File: config.mk
export PLATFORM = sky130hd
export DESIGN_NAME = mux_arb_2_1
export DESIGN_NICKNAME = d
export VERILOG_FILES = /design/src/rtl/mux_arb_pkg.sv /design/src/rtl/mux_2_1.sv /design/src/rtl/mux_arb_2_1.sv
export SDC_FILE = /design/constraint.sdc
export NUM_CORES = 1
export LEC_CHECK = 0
export ABC_AREA = 0
export CORE_MARGIN = 2
export CORE_UTILIZATION = 45
export CTS_BUF_LIST = sky130_fd_sc_hd__clkbuf_4 sky130_fd_sc_hd__clkbuf_8 sky130_fd_sc_hd__clkbuf_16
export CTS_CLUSTER_DIAMETER = 150
export DETAILED_ROUTE_END_ITERATION = 10
export PLACE_DENSITY = 0.85
export SYNTH_ARGS = -nofsm -noshare
export SYNTH_HDL_FRONTEND = slang
export SYNTH_SLANG_ARGS = --single-unit
export TNS_END_PERCENT = 5
File: constraint.sdc
create_clock -name clk_i -period 2.8 [get_ports clk_i]
set_input_delay 0.42 -clock clk_i [delete_from_list [all_inputs] [get_ports clk_i]]
set_output_delay 0.42 -clock clk_i [all_outputs]
set_load 0.02 [all_outputs]
File: src/rtl/mux_arb_pkg.sv
// Shared definitions for the two-input packet arbiter.
//   DATA_W        : width of every data path through the arbiter
//   MAX_BEATS_DEF : default number of beats a grant may run before it is taken away
//   arb_state_t   : arbiter state encoding
//   grant_of()    : one-hot grant vector for a given state
package mux_arb_pkg;

    localparam int DATA_W        = 8;
    localparam int MAX_BEATS_DEF = 16;

    typedef enum logic [1:0] {
        IDLE    = 2'd0,
        GRANT_A = 2'd1,
        GRANT_B = 2'd2
    } arb_state_t;

    // bit0 = requester A, bit1 = requester B, zero while idle
    function automatic logic [1:0] grant_of(input arb_state_t st);
        logic [1:0] g;
        case (st)
            GRANT_A: g = 2'b01;
            GRANT_B: g = 2'b10;
            IDLE:    g = 2'b00;
            default: g = 2'b00;
        endcase
        return g;
    endfunction

endpackage

File: src/rtl/mux_2_1.sv
// Plain two-way data selector.
//   a_i   : data returned when sel_i is low
//   b_i   : data returned when sel_i is high
//   sel_i : select
//   y_o   : selected data (combinational)
module mux_2_1
    import mux_arb_pkg::*;
#(
    parameter int W = DATA_W
) (
    input  logic [W-1:0] a_i,
    input  logic [W-1:0] b_i,
    input  logic         sel_i,
    output logic [W-1:0] y_o
);

    // select between the two inputs
    always_comb begin
        if (sel_i) begin
            y_o = b_i;
        end else begin
            y_o = a_i;
        end
    end

endmodule

File: src/rtl/mux_arb_2_1.sv
// Two-requester packet arbiter with a registered output stage.
// A grant lasts until the granted source sends a beat flagged last, or until
// MAX_BEATS beats have gone through (that beat is then flagged last on the
// output). After every release priority moves to the other requester.
//   clk_i, rst_ni              : clock, asynchronous active-low reset
//   a_data_i/a_valid_i/a_last_i: requester A beat, a_ready_o accepts it
//   b_data_i/b_valid_i/b_last_i: requester B beat, b_ready_o accepts it
//   y_data_o/y_valid_o/y_last_o: registered output beat, y_ready_i drains it
//   grant_o                    : one-hot current grant (01 = A, 10 = B, 00 = idle)
module mux_arb_2_1
    import mux_arb_pkg::*;
#(
    parameter int MAX_BEATS = MAX_BEATS_DEF
) (
    input  logic              clk_i,
    input  logic              rst_ni,
    input  logic [DATA_W-1:0] a_data_i,
    input  logic              a_valid_i,
    input  logic              a_last_i,
    output logic              a_ready_o,
    input  logic [DATA_W-1:0] b_data_i,
    input  logic              b_valid_i,
    input  logic              b_last_i,
    output logic              b_ready_o,
    output logic [DATA_W-1:0] y_data_o,
    output logic              y_valid_o,
    output logic              y_last_o,
    input  logic              y_ready_i,
    output logic [1:0]        grant_o
);

    localparam logic [7:0] MAX_BEATS_C = 8'(MAX_BEATS);

    arb_state_t        state_q, state_d;
    logic              prio_b_q, prio_b_d;
    logic [7:0]        cnt_q, cnt_d;
    logic [DATA_W-1:0] y_data_q, y_data_d;
    logic              y_last_q, y_last_d;
    logic              y_valid_q, y_valid_d;
    logic [1:0]        grant_q, grant_d;

    logic              sel_b_s;
    logic              out_free_s;
    logic              a_ready_s;
    logic              b_ready_s;
    logic              accept_s;
    logic              src_last_s;
    logic              limit_s;
    logic              release_s;
    logic [7:0]        cnt_inc_s;
    logic [DATA_W-1:0] mux_data_s;

    mux_2_1 #(.W(DATA_W)) u_data_mux (
        .a_i   (a_data_i),
        .b_i   (b_data_i),
        .sel_i (sel_b_s),
        .y_o   (mux_data_s)
    );

    // handshake with the granted source and release detection
    always_comb begin
        sel_b_s    = (state_q == GRANT_B);
        out_free_s = !y_valid_q || y_ready_i;
        a_ready_s  = (state_q == GRANT_A) && out_free_s;
        b_ready_s  = (state_q == GRANT_B) && out_free_s;
        accept_s   = (a_ready_s && a_valid_i) || (b_ready_s && b_valid_i);
        src_last_s = sel_b_s ? b_last_i : a_last_i;
        cnt_inc_s  = cnt_q + 8'd1;
        // last and limit on the same beat still yield a single release
        limit_s    = accept_s && (cnt_inc_s == MAX_BEATS_C);
        release_s  = accept_s && (src_last_s || limit_s);
    end

    // arbitration state, priority and beat counter
    always_comb begin
        state_d  = state_q;
        prio_b_d = prio_b_q;
        cnt_d    = cnt_q;
        case (state_q)
            IDLE: begin
                // counter is held at zero here so every grant starts from 0
                cnt_d = 8'd0;
                if (a_valid_i && b_valid_i) begin
                    state_d = prio_b_q ? GRANT_B : GRANT_A;
                end else if (a_valid_i) begin
                    state_d = GRANT_A;
                end else if (b_valid_i) begin
                    state_d = GRANT_B;
                end else begin
                    state_d = IDLE;
                end
            end
            GRANT_A, GRANT_B: begin
                if (release_s) begin
                    state_d  = IDLE;
                    prio_b_d = (state_q == GRANT_A);
                    cnt_d    = 8'd0;
                end else if (accept_s) begin
                    cnt_d = cnt_inc_s;
                end else begin
                    cnt_d = cnt_q;
                end
            end
            default: begin
                state_d = IDLE;
                cnt_d   = 8'd0;
            end
        endcase
    end

    // output register: load on accept, drop valid once drained, else hold
    always_comb begin
        y_data_d  = y_data_q;
        y_last_d  = y_last_q;
        y_valid_d = y_valid_q;
        if (accept_s) begin
            y_data_d  = mux_data_s;
            y_last_d  = src_last_s || limit_s;
            y_valid_d = 1'b1;
        end else if (y_ready_i) begin
            y_valid_d = 1'b0;
        end else begin
            y_valid_d = y_valid_q;
        end
        grant_d = grant_of(state_d);
    end

    // all state elements
    always_ff @(posedge clk_i or negedge rst_ni) begin
        if (!rst_ni) begin
            state_q   <= IDLE;
            prio_b_q  <= 1'b0;
            cnt_q     <= 8'd0;
            y_data_q  <= {DATA_W{1'b0}};
            y_last_q  <= 1'b0;
            y_valid_q <= 1'b0;
            grant_q   <= 2'b00;
        end else begin
            state_q   <= state_d;
            prio_b_q  <= prio_b_d;
            cnt_q     <= cnt_d;
            y_data_q  <= y_data_d;
            y_last_q  <= y_last_d;
            y_valid_q <= y_valid_d;
            grant_q   <= grant_d;
        end
    end

    assign a_ready_o = a_ready_s;
    assign b_ready_o = b_ready_s;
    assign y_data_o  = y_data_q;
    assign y_last_o  = y_last_q;
    assign y_valid_o = y_valid_q;
    assign grant_o   = grant_q;

endmodule
==> results.sh <==
export IMPL_wl_met3_um=71
export IMPL_sw_frac_of_total_pct=42.1
export IMPL_viasPerCell=5.80
export IMPL_worst_path_max_fanout=5
export IMPL_globalplace_congestion=0.758
export IMPL_worst_pin_slew_ns=0.624
export IMPL_row_count=20
export IMPL_holdBufCountCts=0
export IMPL_htreeDepth=1
export IMPL_share_comb_of_total_power_pct=56.2
export IMPL_worstSkewPairLatency_ns=0.31
export IMPL_hpwl_um=2380
export IMPL_netlist_area_mm2=0.00139
export IMPL_grt_usage_pct=20.2
export IMPL_fmax_mhz=420
export IMPL_final_max_slew_viol_count=0
export IMPL_ant_nets=0
export IMPL_drc=0
export IMPL_fp_dieH_um=59.7
export IMPL_rr_startpoint="state_q[0]"
export IMPL_synth_nets=174
export IMPL_crit_arrival_ns=1.96
export IMPL_cts_path_max_buffers=2
export IMPL_antenna_found_initial=0
export IMPL_cp_startpoint="state_q[0]"
export IMPL_fin_skew_ns=0.000945
export IMPL_r2r_slack_ns=0.65
export IMPL_cts_buffers=3
export IMPL_initial_core_util_pct=46.4
export IMPL_antenna_cells=0
export IMPL_ys_types=40
export IMPL_grt_max_degree=29
export IMPL_clock_sinks=23
export IMPL_power_share_clock_pct=10.9
export IMPL_final_cell_mix="clkdlybuf4s50_1 (36), dfrtp_1 (23), nand2_1 (20)"
export IMPL_total_power_uw=1530
export IMPL_wl_met2_um=1720
export IMPL_timing_final_crit_period_ns=2.38
export IMPL_synth_seq_area_share_pct=41.3
export IMPL_p_int_uw=885
export IMPL_synth_edf_count=0
export IMPL_r2r_end="cnt_q[2]"
export IMPL_layout_drive_gt1_share_pct=7.82
export IMPL_ir_worst_vdd_v=0.000477
export IMPL_nets=209
export IMPL_final_common_cell="clkdlybuf4s50_1"
export IMPL_grt_pass1_wl_um=5560
export IMPL_cts_root_buf="clkbuf_4"
export IMPL_die_area_mm2=0.00356
export IMPL_drv_cap=0
export IMPL_grt_remaining_overflow=0
export IMPL_finalWirelength_um=3200
export IMPL_p_seq_share_pct=32.9
export IMPL_start_kind="register"
export IMPL_async_flop_share_pct=100
export IMPL_syn_inst=145
export IMPL_cts_resized=0
export IMPL_cts_setup_buffers=0
export IMPL_numPortBuffers=36
export IMPL_cp_end_kind="output port"
export IMPL_fillCellCount=277
export IMPL_hold_viol_final=0
export IMPL_drt_initial_drc_count=78
export IMPL_slew_headroom_pct=57.6
export IMPL_finalCritPeriodShare_pct=85.0
export IMPL_wl_per_cell_um=15.1
export IMPL_synth_warnings=0
export IMPL_dr_pass1_iters=4
export IMPL_met1_length_um=1360
export IMPL_vias=1229
export IMPL_power_switching_uw=644
export IMPL_rr_worst_depth=6
export IMPL_leakagePower_uw=0.000758
export IMPL_rsz0062_at_grt="no"
export IMPL_status="completed"
export IMPL_synth_top_flop_cell="dfrtp_1"
export IMPL_area_growth_pct=29.7
export IMPL_dr_max_layer_used="met4"
export IMPL_hold_class="in -> async"
export IMPL_synth_seq_cells=23
export IMPL_num_io_pins=37
export IMPL_critPathKind="reg -> out"
export IMPL_die_w_um=59.7
export IMPL_clk_pin_slew_worst_paths_ns=0.12
export IMPL_tns_ns=0
export IMPL_powerDensity_mw_per_mm2=845
export IMPL_grt_pass1_vias=1235
export IMPL_cts_tree="built"
export IMPL_setup_violations=0
export IMPL_required_ns=2.38
export IMPL_postSynthAreaPerCell_um2=9.61
export IMPL_coreArea_mm2=0.00300
-- worst max path at each step --
stage	end	slack (ns)	depth (start not counted)
3_3_place_gp	b_ready_o	0.63	4
4_1_cts	b_ready_o	0.42	4
5_1_grt	b_ready_o	0.34	4
6_report	b_ready_o	0.42	4
3_5_place_dp	a_ready_o	0.62	4
2_1_floorplan	cnt_q[6]	0.79	7
-- layer usage --
layer  vias up  global-route usage, %
met5         -                      0
met4         0                   6.67
li1        596                      -
met3         6                   2.60
met2        20                   37.0
met1       607                   24.2
-- power groups by stage --
stage | logic, uW | clock network (uW) | registers [uW]
after detailed placement | 861 | 0 | 509
after CTS | 864 | 169 | 502
after global placement | 832 | 0 | 499
final | 859 | 167 | 502
after global routing | 944 | 183 | 516
after floorplan | 458 | 0 | 592
-- synth_stat cells (3+ instances only) --
cell	instances	area [um2]
o21ai_0	9	45.0
and2_1	4	25.0
nor2_1	4	15.0
clkbuf_1	6	22.5
ha_1	6	75.1
nand2_1	20	75.1
nor2b_1	3	18.8
inv_1	4	15.0
nand3_1	10	50.1
dfrtp_1	23	576
a31oi_1	3	18.8
mux2i_1	9	90.1
nand4_1	7	43.8
nand4b_1	4	35.0
-- flip-flops by register name, indices dropped and copies added, names as in the netlist --
name       flops
y_data_o       8
y_last_o       1
state_q        2
cnt_q          8
prio_b_q       1
grant_o        2
y_valid_o      1
-- final cells by class --
class	count	area (um2)	share of cell area (%)
tap	33	41.3	2.28
inverter	4	15.0	0.830
timing repair buffer	40	390	21.6
clock buffer	4	30.0	1.66
multi-input combinational	108	756	41.8
sequential	23	576	31.8
-- per-stage QoR --
stage                     area (um2)  cells  setup WS [ns]  hold slack (ns)  util [%]
after floorplan                 1390    145          0.789            0.124         -
after global placement          1780    208          0.628            0.464      59.2
after detailed placement        1780    208          0.624            0.471      59.2
after CTS                       1810    212          0.423            0.446      60.2
after global routing            1810    212          0.337            0.463      60.2
final                           1810    212          0.419            0.441      60.2
-- critical path, cell delays in order, from the launching register on --
cell,delay [ns]
dfrtp_1,0.45
inv_1,0.13
ha_1,0.31
and2_1,0.16
clkdlybuf4s50_1,0.59
-- kinds of logic (layout without fill, tap and decap cells) --
family          Yosys count  after routing  share of synthesized area, %
mux                      12             12                          9.34
xor+xnor                  2              2                          1.26
simple gates             59             59                          22.6
fa+ha+maj                 6              6                          5.39
flops                    23             23                          41.3
compound gates           29             29                          15.6
buf+inv                  14             48                          4.49
Note: power is estimated with default switching activity, not from simulation.
